**src/rtl/instr_fetch_pkg.sv**
```systemverilog
// Shared types and constants for the instruction fetch stage.
package instr_fetch_pkg;

  typedef enum logic [2:0] {
    BOOT,
    REQ,
    DRAIN,
    HOLD,
    HALT
  } fetch_state_e;

  localparam logic [31:0] NOP          = 32'h0000_0013;
  localparam logic [31:0] RESET_PC_DEF = 32'h0000_0000;

  function automatic logic [31:0] word_align(input logic [31:0] a);
    return {a[31:2], 2'b00};
  endfunction

endpackage

```
**src/rtl/instr_fetch.sv**
```systemverilog
// Fetch stage: owns the PC, issues single-word bus reads, holds one word for decode.
// Optional FETCH_MISALIGN_CHECK_EN turns misaligned redirect targets into fault words.
module instr_fetch
  import instr_fetch_pkg::*;
#(
  parameter logic [31:0] RESET_PC = RESET_PC_DEF
) (
  input  logic        I_clk,
  input  logic        I_reset,
  output logic        O_bus_req,
  output logic [31:0] O_bus_addr,
  input  logic        I_bus_ack,
  input  logic [31:0] I_bus_data,
  input  logic        I_bus_err,
  input  logic        I_redirect,
  input  logic [31:0] I_redirect_pc,
  output logic        O_valid,
  input  logic        I_ready,
  output logic [31:0] O_instr,
  output logic [31:0] O_pc,
  output logic        O_fault
);

  fetch_state_e state, state_n;
  logic [31:0]  pc, pc_n;
  logic [31:0]  pend_pc, pend_n;
  logic [31:0]  instr_n, opc_n;
  logic         fault_n;
  logic         take;
  logic [31:0]  tgt;

  always_ff @(posedge I_clk or posedge I_reset) begin
    if (I_reset) begin
      state   <= BOOT;
      pc      <= RESET_PC;
      pend_pc <= RESET_PC;
      O_instr <= NOP;
      O_pc    <= RESET_PC;
      O_fault <= 1'b0;
    end else begin
      state   <= state_n;
      pc      <= pc_n;
      pend_pc <= pend_n;
      O_instr <= instr_n;
      O_pc    <= opc_n;
      O_fault <= fault_n;
    end
  end

  always_comb begin
    state_n = state;
    pc_n    = pc;
    pend_n  = pend_pc;
    instr_n = O_instr;
    opc_n   = O_pc;
    fault_n = O_fault;
    take    = 1'b0;
    tgt     = I_redirect_pc;
    case (state)
      BOOT: begin
        state_n = REQ;
        take    = I_redirect;
      end
      REQ: begin
        if (I_redirect) begin
          if (I_bus_ack) take = 1'b1;
          else begin
            // Bus must not be withdrawn: park the target until the ack arrives.
            pend_n  = I_redirect_pc;
            state_n = DRAIN;
          end
        end else if (I_bus_ack) begin
          instr_n = I_bus_err ? NOP : I_bus_data;
          opc_n   = pc;
          fault_n = I_bus_err;
          state_n = HOLD;
        end
      end
      DRAIN: begin
        if (I_bus_ack) begin
          take = 1'b1;
          tgt  = I_redirect ? I_redirect_pc : pend_pc;
        end else if (I_redirect) begin
          pend_n = I_redirect_pc;
        end
      end
      HOLD: begin
        if (I_redirect) take = 1'b1;
        else if (I_ready) begin
          pc_n    = O_pc + 32'd4;
          state_n = O_fault ? HALT : REQ;
        end
      end
      HALT: take = I_redirect;
      default: state_n = BOOT;
    endcase

    if (take) begin
`ifdef FETCH_MISALIGN_CHECK_EN
      if (tgt[1:0] != 2'b00) begin
        instr_n = NOP;
        opc_n   = tgt;
        fault_n = 1'b1;
        state_n = HOLD;
      end else begin
        pc_n    = tgt;
        state_n = REQ;
      end
`else
      pc_n    = word_align(tgt);
      state_n = REQ;
`endif
    end
  end

  assign O_bus_req  = (state == REQ) || (state == DRAIN);
  assign O_bus_addr = word_align(pc);
  assign O_valid    = (state == HOLD);

endmodule

```
**config.mk**
```make
export PLATFORM = sky130hd
export DESIGN_NAME = instr_fetch
export DESIGN_NICKNAME = d
export VERILOG_FILES = /design/src/rtl/instr_fetch_pkg.sv /design/src/rtl/instr_fetch.sv
export SDC_FILE = /design/constraint.sdc
export NUM_CORES = 1
export LEC_CHECK = 0
export ABC_AREA = 1
export BUFFER_PORTS_ARGS = -buffer_cell sky130_fd_sc_hd__buf_2
export CORE_UTILIZATION = 55
export DETAILED_ROUTE_END_ITERATION = 10
export GPL_ROUTABILITY_DRIVEN = 1
export HOLD_SLACK_MARGIN = 0.05
export PLACE_DENSITY = 0.81
export SLEW_MARGIN = 0
export SYNTH_ARGS = -nofsm -noshare
export SYNTH_HDL_FRONTEND = slang
export SYNTH_SLANG_ARGS = --single-unit
```
**constraint.sdc**
```tcl
create_clock -name I_clk -period 4.6 [get_ports I_clk]
set_input_delay 0.46 -clock I_clk [delete_from_list [all_inputs] [get_ports I_clk]]
set_output_delay 0.46 -clock I_clk [all_outputs]
set_load 0.03 [all_outputs]
```
# Yosys cells after proc, flatten, opt, wreduce, memory -nomap -nowiden
# Index checks and enable logic that the tools add are counted.
# word_totals
ff_bits	132
output_inout_bits	99
# classes
n_addsub	1
n_eq_ne	13
muxes	24
n_bitwise	1
n_reduce_logical	11
# op_table
operator	n
$mux 32	11
$pmux 32 s2	1
$add 32x3->32 const B	1
$mux 3	7
$pmux 3 s4	1
$ne 4x4->1 const B	2
$eq 3x2->1 const B	2
$ne 2x2->1 const B	3
$reduce_and 3->1	2
$reduce_bool 2->1	3
$reduce_and 5->1	1
$ne 2x1->1 const B	2
$pmux 1 s4	1
$reduce_and 4->1	1
$reduce_or 2->1	2
$eq 3x1->1 const B	1
$eq 3x3->1 const B	1
$logic_not 3->1	1
$mux 1	3
$ne 3x1->1 const B	1
$ne 3x2->1 const B	1
$logic_or 1x1->1	1
$not 1->1	1

# Depth between registers and ports, before layout
# Gate-level depths: netlist (run 1).
# logic_depth
depth_word	5
ltp_mapped	11
depth_no_buf	11

# Worst setup path before layout (run 1)
# Ideal clock, no wire load.
# synth_timing
path_kind	flip-flop to flip-flop
from	register O_pc[3]
to	register pc[16]
setup_time_ns	0.117
arrival_time_ns	1.582
required_time_ns	4.483
setup_slack_ns	2.902
stages_incl_launch_ff	11
n_path_buf	0
cell_sequence	dfrtp_1 -> ha_1 -> nand2_1 -> nor2_1 -> nand2_1 -> nor2_1 -> nand3_1 -> nand3_1 -> nand2_1 -> nand2_1 -> nand2_1
# synth_via
elab_chain_cells	5
# synth_lines
item	line	source
start, declared	instr_fetch.sv:20	output logic [31:0] O_pc,
start signal, assigned	instr_fetch.sv:45	O_pc <= opc_n;
$add 32x3->32	instr_fetch.sv:90	pc_n = O_pc + 32'd4;
$mux 32	instr_fetch.sv:89	else if (I_ready) begin
$mux 32	instr_fetch.sv:88	if (I_redirect) take = 1'b1;
$mux 32	instr_fetch.sv:59	case (state)
$mux 32	instr_fetch.sv:98	if (take) begin
end signal, assigned	instr_fetch.sv:42	pc <= pc_n;
end, declared	instr_fetch.sv:25	logic [31:0] pc, pc_n;
# Every way passes these cells. The select of a mux whose other input is x is not followed.
# A chain may end at the register's enable or synchronous reset.

# Final worst setup path (run 1)
# layout_timing
from	register state[2]
to	register state[0]
# layout_via
elab_chain_cells	5
# layout_lines
item	line	source
start, declared	instr_fetch.sv:24	fetch_state_e state, state_n;
start signal, assigned	instr_fetch.sv:41	state <= state_n;
$eq 3x3->1 / $logic_not 3->1 (equally long branches)	instr_fetch.sv:59	
$reduce_or 2->1 (no source line)	--	
$pmux 1 s4	instr_fetch.sv:59	
$ne 4x4->1 (no source line), or another cell as far along	--	
$reduce_and 5->1 (no source line)	--	
# Several ways; a longest one is shown, not always the timed one.

==> impl_metrics.toml, run 1 <==
[run_status]
status = "finished, final reports clean"

[logic_synthesis]
synth.avg_cell_area_um2 = 7.33
ys_types = 34
synth.area.top_cells = "dfrtp_1 (43%), nand2_1 (19%), o21ai_0 (8.2%), inv_1 (4.8%), buf_4 (4.1%)"
ys_warn_count = 0
netlist_area_mm2 = 0.00737
synth_common_cells = "nand2_1 (371), dfrtp_1 (127), o21ai_0 (121)"
ys.flop_type = "dfrtp_1"
yosysSeqAreaShare_pct = 44.2
syn-instance-count = 1006
synth_most_common_cell = "nand2_1"
yosysTopAreaCell = "dfrtp_1"
yosysTopAreaCellShare_pct = 43.1
ys_seq_elements = 130
synth-edff-count = 0
async_reset_ff_share_pct = 100

[clock_network]
cts_sinks = 130
cts_made_buffers = 17
cts_tree = "built"
clk_pin_slew_ns = 0.06
clock_latency_ns = 0.42
cts_max_level = 4
post-cts-setup-buffers = 0
cts_resized = 0
ctsRootBufferMaster = "clkbuf_16"
clk_path_buf_depth = 2
hold_buffers = 0

[worst_setup_path]
reg2reg_from = "state[2]"
crit_path_end_kind = "register"
critPathLaunch = "state[2]"
critPathKind = "reg2reg"
r2r_end = "state[0]"
worstPathMaxFanout = 50
critPathCapture = "state[0]"
reg2reg_slack_ns = 1.97
r2r_cells = 11
required_ns = 4.91
cp_data_arrival_time_ns = 2.94
startpoint_type = "register"

[die]
die-area_mm2 = 0.0139
rows = 41
die_y_um = 118
core_mm2 = 0.0128
start_util_pct = 57.5
io_pins = 169
die_x_um = 118

[pwr]
power.density_mw_per_mm2 = 742
ir_worst_vdd_uv = 328
p_leak_nw = 4.47

[global_routing]
grtUsageTotal_pct = 28.5
grt_pass1_vias = 6277
grt_max_degree = 70
grt_pass1_wl_mm = 31.1
grt.overflow.total = 0
antenna_found_initial = 0

[min_path]
hp-class = "in2async"

[drt]
drt.antenna.violating_nets = 0
finalWirelength_mm = 18.8
wl_per_cell_um = 14.4
via_per_inst = 5.20
drc_errors = 0
vias = 6803
drtIter0Drc = 518
drt_first_pass_iters = 5

[timing]
hold_viol = 0
fin_skew_ns = 0.00657
relSlewSlack_pct = 44.3
finalCriticalPeriod_ns = 2.63
slew_violations = 0
grt_setup_unrepaired = "no"
setup_viol = 0
period_share_pct = 57.2
fin_tns_setup_ns = 0
fmax_mhz = 380
worst_pin_slew_ns = 0.836
hold_ws_ns = 0.206

[layout]
syn2layout_area_growth_pct = 16.8
nFillCells = 1104
layout.nets = 1196
drive_above_1_share_pct = 21.2
regArea_mm2 = 0.00326
multi_input_area_mm2 = 0.00327
diodes = 0

[placed_design]
dp_hpwl_mm = 13.5
io_buffers = 164
gp_congestion = 0.908

[run]
maxCapViolCount = 0
[worst min-delay path by stage]
stage,endpoint,slack (ns),cells past startpoint
detailed placement,O_pc[9],0.48,2
global placement,O_pc[7],0.47,2
CTS,pend_pc[3],0.23,2
global route,O_instr[11],0.25,2
finish,pend_pc[3],0.21,2
floorplan,O_pc[10],0.47,2
[layout make-up]
type	instances	share of cell area (%)
Multi-Input combinational cell	699	38.0
Sequential cell	130	37.8
Timing Repair Buffer	178	10.8
Clock buffer	18	5.10
Inverter	99	4.34
Tap cell	172	2.50
Clock inverter	13	1.48
[kinds of logic after synthesis]
group	Yosys count	synth area share, %
AOI/OAI and AO/OA	192	15.3
xor gates and xnor gates	10	1.19
adders and majority gates	1	0.170
buffers and inverters	178	11.6
DFF	130	44.2
muxes	12	1.83
other	1	0.0509
and+or+nand+nor	482	25.7
[sequential cells by signal, indices dropped and copies added, names as in the netlist]
signal   flops
O_fault      1
O_instr     32
state        3
pend_pc     30
pc          32
O_pc        32
[critical path: stages (launching register included)]
cell and delay, ns:
dfrtp_1 0.45, inv_2 0.10, nand3_2 0.07, buf_4 0.28
nor2_2 0.58, buf_4 0.37, a21oi_2 0.04, buf_4 0.24
nand2_1 0.11, nand2_1 0.11, nor2_1 0.11, nor2_1 0.05
[metal layers]
metal | global-route usage (%) | routed length, um
met2 | 45.3 | 8850
met3 | 5.18 | 1090
met5 | 0 | 0
met4 | 9.86 | 403
met1 | 39.3 | 8450
[per-stage QoR]
stage               cell area, um^2  total power, W  util (%)  setup slack, ns  std cells
floorplan                      7380         0.00440         -            0.676       1007
global placement               8040         0.00500      62.7             2.03       1278
detailed placement             8040         0.00508      62.7             2.01       1278
CTS                            8610         0.00639      67.1             1.99       1309
global route                   8610         0.00681      67.1             1.74       1309
finish                         8610         0.00639      67.1             1.97       1309
[layout by cell type (no fill, tap or decap), types with 2 or more instances in the layout]
cell type,synthesis,routed
a21oi_1,15,15
a22o_1,29,29
buf_2,27,164
buf_4,40,14
clkbuf_16,0,17
clkinv_4,0,4
clkinvlp_4,0,3
conb_1,1,2
dfrtp_1,127,127
dfstp_2,3,3
inv_1,94,93
inv_2,5,5
inv_6,0,4
mux2_2,12,12
nand2_1,371,371
nand3_1,24,24
nand3_2,2,2
nand3b_1,3,3
nand4_1,2,2
nor2_1,71,71
nor2_2,4,4
o211ai_1,14,14
o21ai_0,121,121
o21ai_1,7,7
o22a_1,3,3
xnor2_1,7,7
xor2_1,3,3
[power breakdown]
group	internal [W]	switching [W]
sequential	0.00168	0.000404
clock	0.000762	0.000531
combinational	0.000921	0.00209
total	0.00336	0.00302
No activity file was read; power rests on OpenSTA's default activity.
==> inputs of run 2 (changes only) <==
ABC_AREA = 0   (was 1)
CORE_UTILIZATION = 53   (was 55)
PLACE_DENSITY = 0.8   (was 0.81)
clock period = 2.5 ns   (was 4.6 ns; I/O delays follow)
==> run 2 against run 1 <==
  * First-iteration DRC count decreased by 50%
  * Die area decreased by 8.5%
  * Worst hold slack got worse by 0.20 ns
  * Clock-buffer cell count increased by 5
  * Setup slack got worse by 1.6 ns
  * Highest routed layer unchanged
  * Maximum frequency increased by 24%
  * Wire length decreased by 20%
==> impl_metrics.toml, run 2 <==
[run_status]
status = "finished, final reports clean"

[global_routing]
grt.overflow.total = 0
antenna_found_initial = 0
grt_pass1_wl_mm = 24.5
grt_pass1_vias = 4825
grt_max_degree = 131
grtUsageTotal_pct = 25.1

[die]
rows = 40
die_y_um = 113
die-area_mm2 = 0.0127
core_mm2 = 0.0120
io_pins = 169
start_util_pct = 54.2
die_x_um = 113

[pwr]
power.density_mw_per_mm2 = 1460
p_leak_nw = 3.50
ir_worst_vdd_uv = 794

[worst_setup_path]
critical-path-max-stage-delay_ns = 0.57
critPathLaunch = "O_pc[2]"
cp_top_family = "simple AND/OR/NAND/NOR gates"
crit_path_end_kind = "register"
reg2reg_from = "O_pc[2]"
required_ns = 2.83
startpoint_type = "register"
slowest_stage = "nor4_4"
cp_data_arrival_time_ns = 2.46
critical_path.cell_chain = "ha_1 > nand4_4 > nor4_4 > nand4_1 > xor2_1 > a221oi_2"
worstPathMaxFanout = 7
cp.depth = 6
critPathKind = "reg2reg"
path_buf_inv = 0
r2r_cells = 6

[placed_design]
dp.cells = 832
gp_congestion = 0.791
dp_hpwl_mm = 10.1
io_buffers = 164

[min_path]
hp-class = "in2async"

[logic_synthesis]
synth-edff-count = 0
ys_types = 49
yosysTopAreaCellShare_pct = 49.0
synth.area.top_cells = "dfrtp_1 (49%), mux2_2 (11%), mux2i_1 (4.8%), buf_4 (4.2%), o21ai_0 (3.2%)"
synth_common_cells = "dfrtp_1 (127), mux2_2 (64), nand2_1 (50)"
ys_seq_elements = 130
ys.flop_type = "dfrtp_1"
ys_warn_count = 0
synth_most_common_cell = "dfrtp_1"
async_reset_ff_share_pct = 100
synth.avg_cell_area_um2 = 11.2
netlist_area_mm2 = 0.00649
yosysTopAreaCell = "dfrtp_1"
yosysSeqAreaShare_pct = 50.2
syn-instance-count = 578

[layout]
drive_above_1_share_pct = 40.2
largestRegisters = "O_instr: 32 flops, O_pc: 32 flops, pc: 32 flops"
utilization_pct = 65.6
mostFrequentLayoutCells = "buf_2 (164), dfrtp_1 (127), mux2_2 (64)"
diodes = 0
finalNonFillerCells = 864
syn2layout_area_growth_pct = 21.0
layout_commonest_cell = "buf_2"
layout.nets = 775

[clock_network]
hold_buffers = 0
clk_pin_slew_ns = 0.05
cts_tree = "built"
cts_made_buffers = 17
cts_max_level = 4
cts_resized = 0
post-cts-setup-buffers = 0
clock_latency_ns = 0.41
ctsRootBufferMaster = "clkbuf_16"
clk_path_buf_depth = 2
cts_sinks = 130

[timing]
fin_tns_setup_ns = 0
relSlewSlack_pct = 51.4
fmax_mhz = 469
setup_viol = 0
finalCriticalPeriod_ns = 2.13
worst_pin_slew_ns = 0.729
hold_ws_ns = 0.00109
slew_violations = 0
fin_skew_ns = 0.00673
period_share_pct = 85.2
grt_setup_unrepaired = "no"
hold_viol = 0

[drt]
vias = 4838
drc_errors = 0
drt_first_pass_iters = 5
via_per_inst = 5.60
finalWirelength_mm = 15.0
drt.antenna.violating_nets = 0
drtIter0Drc = 257
wl_per_cell_um = 17.3

[run]
maxCapViolCount = 0
==> run 2: layer usage <==
layer	vias to the layer above	GRT usage (%)	wire (um)
met5	-	0	0
met4	0	11.5	329
met3	27	6.70	1050
met2	197	41.3	7220
met1	2332	31.0	6390
li1	2282	-	-
==> run 2: cell type report <==
type | count | area [um^2]
inverter | 2 | 11.3
clock inverter | 9 | 153
clock buffer | 23 | 478
fill | 925 | 4110
sequential | 130 | 3260
multi-input combinational | 379 | 2840
timing repair buffer | 174 | 933
tap | 147 | 184
==> run 2: logic make-up after synthesis <==
family | Yosys count | share of synthesized area (%)
AND/OR/NAND/NOR | 168 | 14.0
flip-flops | 130 | 50.2
multiplexers | 95 | 15.9
AO/OA/AOI/OAI | 85 | 9.31
buffers and inverters | 70 | 6.54
XOR/XNOR | 28 | 3.78
adder cells (fa/ha/maj) | 1 | 0.193
other | 1 | 0.0578
==> run 2: stage by stage <==
step	cell area [um^2]	setup WS [ns]	total power (W)
6_report	7850	0.370	0.0115
3_5_place_dp	7220	0.397	0.00887
5_1_grt	7850	0.211	0.0121
3_3_place_gp	7220	0.414	0.00867
4_1_cts	7850	0.380	0.0115
2_1_floorplan	6500	0.446	0.00772
==> run 2: path summary, 6_finish.rpt <==
check | end | slack [ns]
setup / recovery | pc[30] | 0.37
hold reg to reg | O_instr[27] | 0.47
min in group I_clk | pend_pc[21] | 0.08
setup reg to reg | pc[30] | 0.37
hold / removal | O_instr[2] | 0.001
max in group asynchronous | O_pc[3] | 1.92
==> run 2: power breakdown <==
group | internal [W] | total, W | switching [W]
Sequential | 0.00315 | 0.00408 | 0.000937
Combinational | 0.00171 | 0.00475 | 0.00304
Clock | 0.00174 | 0.00262 | 0.000874
Total | 0.00660 | 0.0115 | 0.00485
==> run 2: worst reg2reg max path, cell delays in order (launching register included) <==
cell and delay [ns]:
dfrtp_1 0.43, ha_1 0.31, nand4_4 0.16, nor4_4 0.57
nand4_1 0.19, xor2_1 0.19, a221oi_2 0.20
==> inputs of run 3 (changes only) <==
CORE_UTILIZATION = 55   (was 53)
CTS_BUF_LIST = sky130_fd_sc_hd__clkbuf_8   (was not set)
PLACE_DENSITY = 0.83   (was 0.8)
==> run 3 against run 2 <==
  * Clock-buffer cell count is 2 lower
  * Maximum frequency is 0.18% lower
  * Largest power group unchanged
  * Cell area is 1.5% higher
  * Via count is 3.6% higher
==> impl_metrics.toml, run 3 (synthesized netlist as in run 2, its figures left out) <==
[run]
maxCapViolCount = 0

[timing]
fin_tns_setup_ns = 0
slew_violations = 0
hold_viol = 0
fin_skew_ns = 0.0112
finalCriticalPeriod_ns = 2.13
grt_setup_unrepaired = "no"
setup_viol = 0
relSlewSlack_pct = 52.1
fmax_mhz = 469
period_share_pct = 85.4
worst_pin_slew_ns = 0.719

[worst_setup_path]
critPathCapture = "pc[22]"
critPathKind = "reg2reg"
r2r_end = "pc[22]"
critPathLaunch = "O_pc[2]"
worstPathMaxFanout = 7
r2r_cells = 6
crit_path_end_kind = "register"
reg2reg_from = "O_pc[2]"
startpoint_type = "register"
required_ns = 2.86
cp_data_arrival_time_ns = 2.49
reg2reg_slack_ns = 0.37

[die]
rows = 39
die_x_um = 111
io_pins = 169
die-area_mm2 = 0.0122
die_y_um = 111
core_mm2 = 0.0115
start_util_pct = 56.6

[pwr]
power.density_mw_per_mm2 = 1330
p_leak_nw = 3.56
finalPower_w = 0.0106
ir_worst_vdd_uv = 762

[placed_design]
io_buffers = 164
dp_hpwl_mm = 9.98
gp_congestion = 0.793

[clock_network]
clk_pin_slew_ns = 0.08
clk_path_buf_depth = 2
cts_sinks = 130
cts_resized = 0
cts_tree = "built"
cts_made_buffers = 17
clock_latency_ns = 0.45
cts_max_level = 4
ctsRootBufferMaster = "clkbuf_8"

[layout]
layout.nets = 813
nFillCells = 821
layout_commonest_cell = "buf_2"
drive_above_1_share_pct = 38.4
largestRegisters = "O_instr: 32 flops, O_pc: 32 flops, pc: 32 flops"
syn2layout_area_growth_pct = 22.8
mostFrequentLayoutCells = "buf_2 (164), dfrtp_1 (127), mux2_2 (64)"
diodes = 0

[drt]
vias = 5012
drc_errors = 0
wl_per_cell_um = 17.1
finalWirelength_mm = 15.4
drt.antenna.violating_nets = 0
drtIter0Drc = 260
via_per_inst = 5.58
drt_first_pass_iters = 5

[global_routing]
grt_max_degree = 131
grt_pass1_vias = 5021
grt.overflow.total = 0
antenna_found_initial = 0
grtUsageTotal_pct = 26.4
grt_pass1_wl_mm = 25.5

[min_path]
hold_start = "I_bus_data[31]"
hp-class = "in2reg"

[run_status]
status = "finished, final reports clean"
==> run 3: changes by cell type in the layout (fill, tap and decap cells not counted) <==
cell / previous run / this run
inv_1: 1 / 3
dlygate4sd3_1: 0 / 37
clkbuf_16: 17 / 0
clkinvlp_4: 4 / 3
clkbuf_8: 3 / 21
buf_12: 3 / 1
bufinv_16: 4 / 2
clkinv_2: 2 / 4
clkbuf_1: 3 / 0
buf_4: 7 / 10
clkinv_4: 0 / 1
==> run 3: final cells by class <==
type	count	area, um^2	share of cell area, %
flip-flops and latches	130	3260	40.9
multi-input cells	379	2840	35.6
inverters	2	11.3	0.141
clock inverters	11	111	1.40
well taps	143	179	2.24
repair buffers	212	1290	16.1
clock buffers	21	289	3.63
==> run 3: worst min-delay path by stage <==
stage,endpoint,slack (ns),cells after the start
final,O_instr[31],0.07,3
after detailed placement,O_instr[15],0.47,2
after global routing,O_instr[26],0.06,3
after floorplan,O_instr[0],0.39,2
after global placement,O_instr[23],0.46,2
after CTS,O_instr[8],0.05,3
==> run 3: repair_timing <==
| action | in CTS | in global routing |
|---|---|---|
| hold buffers | 37 | 0 |
| buffers inserted | 0 | 0 |
| hold endpoints to repair | 148 | 0 |
==> run 3: report_power, final <==
part           internal, W  switching [W]  leakage (nW)
sequential         0.00314       0.000922          1.57
combinational      0.00174        0.00305          1.78
clock             0.000978       0.000797         0.210
==> run 3: worst max-delay path: stages (launching register included) <==
cell	delay, ns
dfrtp_1	0.42
ha_1	0.31
nand4_4	0.17
nor4_4	0.56
nand3_1	0.19
xor2_1	0.19
a221oi_2	0.22
==> run 3: per-stage QoR <==
| stage | utilization, % | worst slack [ns] | hold WS, ns | cell area [um^2] | std cells |
|---|---|---|---|---|---|
| finish | 69.5 | 0.366 | 0.0738 | 7970 | 898 |
| global placement | 62.8 | 0.426 | 0.458 | 7200 | 829 |
| global route | 69.5 | 0.220 | 0.0634 | 7970 | 898 |
| detailed placement | 62.8 | 0.333 | 0.467 | 7200 | 829 |
| CTS | 69.5 | 0.320 | 0.0505 | 7970 | 898 |
| floorplan | - | 0.446 | 0.390 | 6500 | 579 |
==> run 3: layer usage <==
metal | track usage [%] | share of wire [%]
met1 | 32.8 | 43
met2 | 44.7 | 50
met3 | 6.31 | 5.7
met4 | 10.0 | 1.4
met5 | 0 | 0
